--- src/rtl/spi_pkg.sv ---
// Shared types and constants for the SPI command controller.
package spi_pkg;

  typedef enum logic [2:0] {
    IDLE,
    CMD,
    WDATA,
    WR_BUS,
    RD_BUS,
    NEXT,
    DONE
  } state_t;

  localparam int unsigned CMD_RW_BIT       = 7;
  localparam logic [7:0]  ERR_BYTE_DEFAULT = 8'hEE;

endpackage

--- src/rtl/spi_bus_timeout.sv ---
// Bus access watchdog: counts cycles of an outstanding request and flags
// expiry in the TIMEOUT_CYCLES-th cycle the request has been held.
module spi_bus_timeout #(
  parameter int unsigned TIMEOUT_CYCLES = 16
) (
  input  logic clk,
  input  logic rst,
  input  logic clr,
  input  logic en,
  output logic expire
);

  localparam int unsigned     CW   = $clog2(TIMEOUT_CYCLES + 1);
  localparam logic [CW-1:0]   LAST = CW'(TIMEOUT_CYCLES - 1);

  logic [CW-1:0] cnt;

  // Count enabled cycles, holding at the last value until cleared
  always_ff @(posedge clk) begin
    if (rst || clr) begin
      cnt <= '0;
    end else if (en && (cnt != LAST)) begin
      cnt <= cnt + CW'(1);
    end
  end

  assign expire = en && (cnt == LAST);

endmodule

--- src/rtl/spi_cmd_ctrl.sv ---
// SPI command sequencer: turns received SPI bytes into register-bus
// reads/writes and feeds read data back to the slave for MISO.
// Optional burst mode (address auto-increment) under SPI_CMD_AUTOINC_EN.
module spi_cmd_ctrl
  import spi_pkg::*;
#(
  parameter int unsigned      ADDR_W         = 7,
  parameter int unsigned      DATA_W         = 8,
  parameter int unsigned      TIMEOUT_CYCLES = 16,
  parameter logic [DATA_W-1:0] ERR_BYTE      = DATA_W'(ERR_BYTE_DEFAULT)
) (
  input  logic              in_clk,
  input  logic              in_rst,
  input  logic              in_cs_n,
  input  logic              in_rx_valid,
  input  logic [DATA_W-1:0] in_rx_byte,
  output logic [DATA_W-1:0] o_tx_byte,
  output logic              o_tx_load,
  output logic              o_reg_req,
  output logic              o_reg_we,
  output logic [ADDR_W-1:0] o_reg_addr,
  output logic [DATA_W-1:0] o_reg_wdata,
  input  logic              in_reg_ack,
  input  logic [DATA_W-1:0] in_reg_rdata,
  output logic              o_busy,
  output logic              o_err_timeout,
  output logic              o_overrun
);

  state_t state, state_nxt;
  logic   cs_prev;
  logic   cs_fall, cs_rise;
  logic   in_bus;
  logic   expire;

`ifdef SPI_CMD_AUTOINC_EN
  logic   rd_burst;
`endif

  assign cs_fall = cs_prev && !in_cs_n;
  assign cs_rise = !cs_prev && in_cs_n;
  assign in_bus  = (state == WR_BUS) || (state == RD_BUS);

  spi_bus_timeout #(
    .TIMEOUT_CYCLES(TIMEOUT_CYCLES)
  ) u_timeout (
    .clk   (in_clk),
    .rst   (in_rst),
    .clr   (!in_bus),
    .en    (in_bus),
    .expire(expire)
  );

  // State register
  always_ff @(posedge in_clk) begin
    if (in_rst) begin
      state <= IDLE;
    end else begin
      state <= state_nxt;
    end
  end

  // Next-state logic; deselect overrides everything, ack beats expiry
  always_comb begin
    state_nxt = state;
    if (cs_rise) begin
      state_nxt = IDLE;
    end else begin
      unique case (state)
        IDLE:    if (cs_fall) state_nxt = CMD;
        CMD:     if (in_rx_valid) state_nxt = in_rx_byte[CMD_RW_BIT] ? RD_BUS : WDATA;
        WDATA:   if (in_rx_valid) state_nxt = WR_BUS;
        WR_BUS,
        RD_BUS: begin
          if (in_reg_ack)  state_nxt = NEXT;
          else if (expire) state_nxt = DONE;
        end
`ifdef SPI_CMD_AUTOINC_EN
        // Read bursts advance on the dummy byte so the next read overlaps its shift-out
        NEXT: begin
          if (!rd_burst)        state_nxt = WDATA;
          else if (in_rx_valid) state_nxt = RD_BUS;
        end
`else
        NEXT:    state_nxt = DONE;
`endif
        DONE:    state_nxt = DONE;
        default: state_nxt = IDLE;
      endcase
    end
  end

  // State-decoded outputs
  always_comb begin
    o_busy    = (state != IDLE);
    o_reg_req = in_bus;
    o_reg_we  = (state == WR_BUS);
  end

  // Datapath: cs edge, address/data latches, tx byte and status pulses
  always_ff @(posedge in_clk) begin
    if (in_rst) begin
      cs_prev       <= 1'b1;
      o_reg_addr    <= '0;
      o_reg_wdata   <= '0;
      o_tx_byte     <= '0;
      o_tx_load     <= 1'b0;
      o_err_timeout <= 1'b0;
      o_overrun     <= 1'b0;
`ifdef SPI_CMD_AUTOINC_EN
      rd_burst      <= 1'b0;
`endif
    end else begin
      cs_prev       <= in_cs_n;
      o_tx_load     <= 1'b0;
      o_err_timeout <= 1'b0;
      o_overrun     <= 1'b0;
      if (!cs_rise) begin
        unique case (state)
          CMD: begin
            if (in_rx_valid) begin
              o_reg_addr <= in_rx_byte[ADDR_W-1:0];
`ifdef SPI_CMD_AUTOINC_EN
              rd_burst   <= in_rx_byte[CMD_RW_BIT];
`endif
            end
          end
          WDATA: begin
            if (in_rx_valid) o_reg_wdata <= in_rx_byte;
          end
          WR_BUS: begin
            if (in_rx_valid) o_overrun <= 1'b1;
            if (!in_reg_ack && expire) o_err_timeout <= 1'b1;
          end
          RD_BUS: begin
            if (in_rx_valid) o_overrun <= 1'b1;
            if (in_reg_ack) begin
              o_tx_byte <= in_reg_rdata;
              o_tx_load <= 1'b1;
            end else if (expire) begin
              o_tx_byte     <= ERR_BYTE;
              o_tx_load     <= 1'b1;
              o_err_timeout <= 1'b1;
            end
          end
`ifdef SPI_CMD_AUTOINC_EN
          NEXT: begin
            if (!rd_burst || in_rx_valid) o_reg_addr <= o_reg_addr + ADDR_W'(1);
          end
`endif
          default: ;
        endcase
      end
    end
  end

endmodule
--- config.mk ---
export PLATFORM = sky130hd
export DESIGN_NAME = spi_cmd_ctrl
export DESIGN_NICKNAME = d
export VERILOG_FILES = /design/src/rtl/spi_pkg.sv /design/src/rtl/spi_bus_timeout.sv /design/src/rtl/spi_cmd_ctrl.sv
export SDC_FILE = /design/constraint.sdc
export NUM_CORES = 1
export LEC_CHECK = 0
export ABC_AREA = 1
export BUFFER_PORTS_ARGS = -buffer_cell sky130_fd_sc_hd__buf_2
export CORE_ASPECT_RATIO = 1.5
export CORE_MARGIN = 2
export CORE_UTILIZATION = 45
export CTS_BUF_LIST = sky130_fd_sc_hd__clkbuf_2
export CTS_CLUSTER_DIAMETER = 40
export DETAILED_ROUTE_END_ITERATION = 10
export PLACE_DENSITY = 0.78
export RECOVER_POWER = 50
export REMOVE_ABC_BUFFERS = 1
export SLEW_MARGIN = 15
export SYNTH_ARGS = -nofsm -noshare
export SYNTH_HDL_FRONTEND = slang
export SYNTH_SLANG_ARGS = --single-unit
--- constraint.sdc ---
create_clock -name in_clk -period 1.63 [get_ports in_clk]
set_input_delay 0.326 -clock in_clk [delete_from_list [all_inputs] [get_ports in_clk]]
set_output_delay 0.326 -clock in_clk [all_outputs]
set_load 0.02 [all_outputs]
# Word-level counts from Yosys, hierarchy flattened
# Cells that the tools add are included.
[word_totals]
out_inout_bits = 29
input_bits = 21
word_cells = 63
reg_bits = 35
[classes]
n_addsub = 1
mux = 15
n_bitwise = 3
n_reduce_logical = 23
eq_ne = 12
[op_table]
columns = ["op", "n"]
rows = [
  ["2-to-1 mux 3 bit", 6],
  ["2-to-1 mux 8 bit", 2],
  ["one-hot mux 3 bit (5 select lines)", 1],
  ["== test 3 bit (second input constant)", 3],
  ["AND reduction 3 bit", 3],
  ["== test 3 x 2 -> 1 bit (second input constant)", 2],
  ["inequality test 2 bit (second input constant)", 3],
  ["OR reduction 2 bit", 3],
  ["OR reduction 3 bit", 2],
  ["adder 5 x 1 -> 5 bit (second input constant)", 1],
  ["== test 5 x 4 -> 1 bit (second input constant)", 1],
  ["logical AND 1 bit", 5],
  ["2-to-1 mux 1 bit", 5],
  ["inequality test 5 x 4 -> 1 bit (second input constant)", 1],
  ["zero test 1 bit", 4],
  ["AND reduction 4 bit", 1],
  ["== test 3 x 1 -> 1 bit (second input constant)", 1],
  ["zero test 3 bit", 1],
  ["inequality test 3 x 1 -> 1 bit (second input constant)", 1],
  ["inverter 1 bit", 3],
  ["nonzero test 3 bit", 1],
  ["logical OR 1 bit", 2],
  ["one-hot mux 1 bit (2 select lines)", 1],
  ["nonzero test 2 bit", 1],
]

# Depth between registers and ports, before layout
[logic_depth]
ltp_word = 6
ltp_mapped = 10
ltp_nobuf = 10

# Hierarchy
# A second synthesis with hierarchy kept.
[unflattened]
hier_cells = 211
hier_area_um2 = 1537.7
[by_module_without_submodules]
columns = ["mod", "cells_per_inst", "seq_area_each_um2", "n_inst", "area_per_inst_um2"]
rows = [
  ["spi_cmd_ctrl", 173, 600.6, 1, 1253.7],
  ["spi_bus_timeout", 38, 100.1, 1, 284.0],
]

# Worst setup path after synthesis
# Ideal clock, no wire load.
[synth_path]
kind = "register to register"
start = "register u_timeout.cnt[0]"
end = "register o_tx_byte[3]"
arrival_ns = 1.518
path_stages_with_launch = 11
setup_ns = 0.070
n_path_buf = 1
synth_period_minus_slack_ns = 1.587
required_ns = 1.560
setup_slack_ns = 0.043
cell_sequence = "dfxtp_1 -> ha_1 -> nand2_1 -> nor2_1 -> ha_1 -> inv_1 -> nand2_1 -> nand3_4 -> buf_6 -> o21ai_2 -> a21oi_1"
[synth_between]
elab_chain_len = 4
[synth_lines]
columns = ["element", "line_no", "rtl"]
rows = [
  ["start, declared", "spi_bus_timeout.sv:16", "logic [CW-1:0] cnt;"],
  ["start signal, assigned", "spi_bus_timeout.sv:23", "cnt <= cnt + CW'(1);"],
  ["== test 5 x 4 -> 1 bit", "spi_bus_timeout.sv:27", "assign expire = en && (cnt == LAST);"],
  ["logical AND 1 bit", "spi_bus_timeout.sv:27", ""],
  ["nonzero test 2 bit (no line)", "-", ""],
  ["AND reduction 3 bit (no line)", "-", ""],
  ["end signal, assigned", "spi_cmd_ctrl.sv:138", "o_tx_byte <= in_reg_rdata;"],
  ["end, declared", "spi_cmd_ctrl.sv:17", "output logic [DATA_W-1:0] o_tx_byte,"],
]
# No other way between the ends.
# A chain may end at the register's enable or synchronous reset.

# Worst setup path after layout
[layout_path]
start = "register state[0]"
end = "output port o_reg_req"
[layout_between]
elab_chain_len = 2
elab_cells_between_ends = 3
cone_classes = "eq/ne: 2; reduce/logical: 1"
[layout_lines]
columns = ["element", "line_no", "rtl"]
rows = [
  ["start, declared", "spi_cmd_ctrl.sv:30", "state_t state, state_nxt;"],
  ["start signal, assigned", "spi_cmd_ctrl.sv:59", "state <= state_nxt;"],
  ["== test 3 x 2 -> 1 bit / == test 3 bit (equally long branches)", "spi_cmd_ctrl.sv:42", "assign in_bus = (state == WR_BUS) || (state == RD_BUS);"],
  ["logical OR 1 bit *", "spi_cmd_ctrl.sv:42", ""],
  ["end, declared", "spi_cmd_ctrl.sv:19", "output logic o_reg_req,"],
]
# Mark *: on every way between the ends. The rest lies on a longest branch, timed or not.

==> flow_metrics.py <==
metrics = {
    "outcome": {
        "status": "complete, no violations",
    },
    "detailed_routing": {
        "detail_route.vias_per_cell": 4.96,
        "ant_nets": 0,
        "drc": 0,
        "routed-via-count": 1477,
        "drt_iter0_markers": 24,
        "dr.pass1.iters": 4,
        "wl_um": 3610,
        "wl_per_cell_um": 12.1,
    },
    "power": {
        "power.leakage_uw": 0.000837,
        "power_uw": 2450,
        "p_per_area_mw_per_mm2": 1260,
        "ir_drop_mv": 0.871,
    },
    "timing": {
        "finalMaxSlewViolations": 0,
        "fin_tns_setup_ns": 0,
        "fmax_mhz": 635,
        "finalSetupViolations": 0,
        "period_share_pct": 96.7,
        "slew_headroom_pct": 62.5,
        "finClkSkew_ns": 0.0141,
        "tightest_slew_ns": 0.563,
        "layout_setup_ws_ns": 0.0542,
        "hold_viol_final": 0,
        "fin_crit_ns": 1.58,
    },
    "flow_run": {
        "cap_violations": 0,
    },
    "layout": {
        "drive_gt1_share_pct": 31.0,
        "area_growth_syn_to_layout_pct": 29.6,
        "regArea_um2": 717,
        "layout_common_cells": "41 x nor2_1, 30 x dfxtp_1, 27 x clkbuf_1",
        "multi_input_area_um2": 781,
        "layout_commonest_cell": "nor2_1",
        "fin_util_pct": 61.1,
        "antenna_cells": 0,
        "fillers": 323,
        "layout.nets": 280,
        "finalNonFillerCells": 298,
    },
    "cts": {
        "clk_pin_slew_ns": 0.21,
        "htree_levels": 2,
        "clock_sinks": 35,
        "ctsRootBufferMaster": "clkbuf_2",
        "clk_path_buf_depth": 2,
        "numCtsBuffers": 5,
        "worstSkewPairLatency_ns": 0.40,
        "ctsHoldBuffers": 0,
        "cts_tree": "built",
    },
    "setup_path": {
        "arrival_ns": 1.25,
        "critPathLaunchType": "flop",
        "cpMaxStageDelayCell": "dfxtp_4",
        "endpoint_kind": "primary output",
        "rr_startpoint": "u_timeout.cnt[1]$_SDFFE_PP0P_",
        "slowest_delay_ns": 0.41,
        "crit_start": "state[0]$_SDFFE_PP0P_",
        "worstPathRequired_ns": 1.30,
        "crit_type": "reg2out",
        "critPathMaxFanout": 4,
        "path_common_cell": "nand2_4",
        "worstPathCellList": "nor2_4, nand2_4, nand2_4, buf_4",
    },
    "yosys": {
        "synthesis.area_per_instance_um2": 7.68,
        "netlist_area_mm2": 0.00151,
        "yosysWarnings": 0,
        "post-synth-top-area-cell": "dfxtp_1",
        "synth_cell_types": 25,
        "netlist_instances": 196,
        "yosys-top-cells-area": "dfxtp_1 47%, nor2_1 11%, o21ai_0 7.6%, nand2_1 5.0%, inv_1 4.7%",
        "ys_seq_area_share_pct": 46.6,
        "synth_seq_cells": 35,
        "yosys.area.top_type_share_pct": 46.6,
    },
    "grt": {
        "grt-ovfl-total": 0,
        "antenna_found_initial": 0,
        "grt_pass1_wl_um": 5640,
        "grt_use_total_pct": 19.8,
        "grt_max_degree": 16,
        "grt_pass1_vias": 1343,
    },
    "placement": {
        "gp_congestion": 0.781,
        "dp.final_hpwl_um": 2550,
        "placedCellCount": 286,
        "place_ws_ns": -0.0345,
        "port_buffers": 49,
    },
    "floorplanning": {
        "die_area_mm2": 0.00383,
        "die_w_um": 51.2,
        "row_count": 25,
        "ioPinCount": 50,
        "core_area_mm2": 0.00319,
        "die_h_um": 74.8,
        "start_util_pct": 47.2,
    },
    "hold_path": {
        "hold_class": "in2reg",
        "min-delay-start": "in_cs_n",
    },
}
==> worst max-delay path: cells and delay by family (launching register included) <==
kind | cells | cell delay (ns)
AND/OR/NAND/NOR | 3 | 0.31
buffers and inverters | 1 | 0.13
flip-flops | 1 | 0.41
==> repair_timing <==
action / 4_1_cts / 5_1_grt
gates resized for setup: 8 / 27
pin swaps: 2 / 7
setup buffers: 2 / 1
setup endpoints to repair: 9 / 19
gates cloned: 1 / 0
==> logic make-up after synthesis <==
group                    synth area share (%)
AO/OA/AOI/OAI                            13.6
XOR/XNOR                                 1.16
adder cells (fa/ha/maj)                  1.66
buffers and inverters                    6.73
flip-flops                               46.6
AND/OR/NAND/NOR                          30.3
==> report_power, final <==
part | switching, µW | internal, µW
clock network | 329 | 110
registers | 107 | 1000
logic | 590 | 313
total | 1030 | 1430
==> layout make-up <==
cell class	instances	area share [%]
multi-input cells	137	40.0
flip-flops and latches	35	36.8
repair buffers	56	13.7
inverters	22	4.36
well taps	40	2.57
clock buffers	5	1.28
clock inverters	3	1.28
==> layer usage <==
metal,vias to the layer above,global-route usage [%],part of all wire (%)
met5,-,0,0
met4,0,9.65,2.5
met3,8,5.75,4.3
met2,34,36.4,56
met1,683,20.5,37
li1,752,-,-
==> registers in the layout (all words and copies together) (netlist names) <==
name           count
cs_prev            1
o_err_timeout      1
o_overrun          1
o_reg_addr         7
o_reg_wdata        8
o_tx_byte          8
o_tx_load          1
state              3
u_timeout.cnt      5
==> through the flow <==
step,hold WS (ns),area [µm²]
finish,0.100,1950
global route,0.0783,1950
CTS,0.0767,1900
detailed placement,0.433,1810
global placement,0.429,1810
floorplan,0.398,1490
==> synth_stat cells <==
master,n
a21oi_1,10
a21oi_2,1
a31oi_1,1
buf_6,1
clkbuf_1,2
dfxtp_1,35
ha_1,2
inv_1,19
inv_2,3
nand2_1,20
nand2_2,4
nand2_4,2
nand3_1,8
nand3_2,2
nand3_4,1
nor2_1,44
nor2_2,3
nor2_4,2
nor3_1,1
nor4_1,1
o211ai_1,1
o21ai_0,23
o21ai_2,2
or2_2,6
xor2_1,2
==> final timing paths <==
check / endpoint / slack, ns / cells past startpoint
worst max-delay path: o_reg_req / 0.05 / 4
worst min-delay path: cs_prev$_SDFF_PP1_ / 0.10 / 3
worst max register to register: o_tx_byte[2]$_SDFFE_PP0P_ / 0.07 / 9
worst min register to register: o_tx_byte[5]$_SDFFE_PP0P_ / 0.46 / 2
No activity file was read; power rests on OpenSTA's default activity.
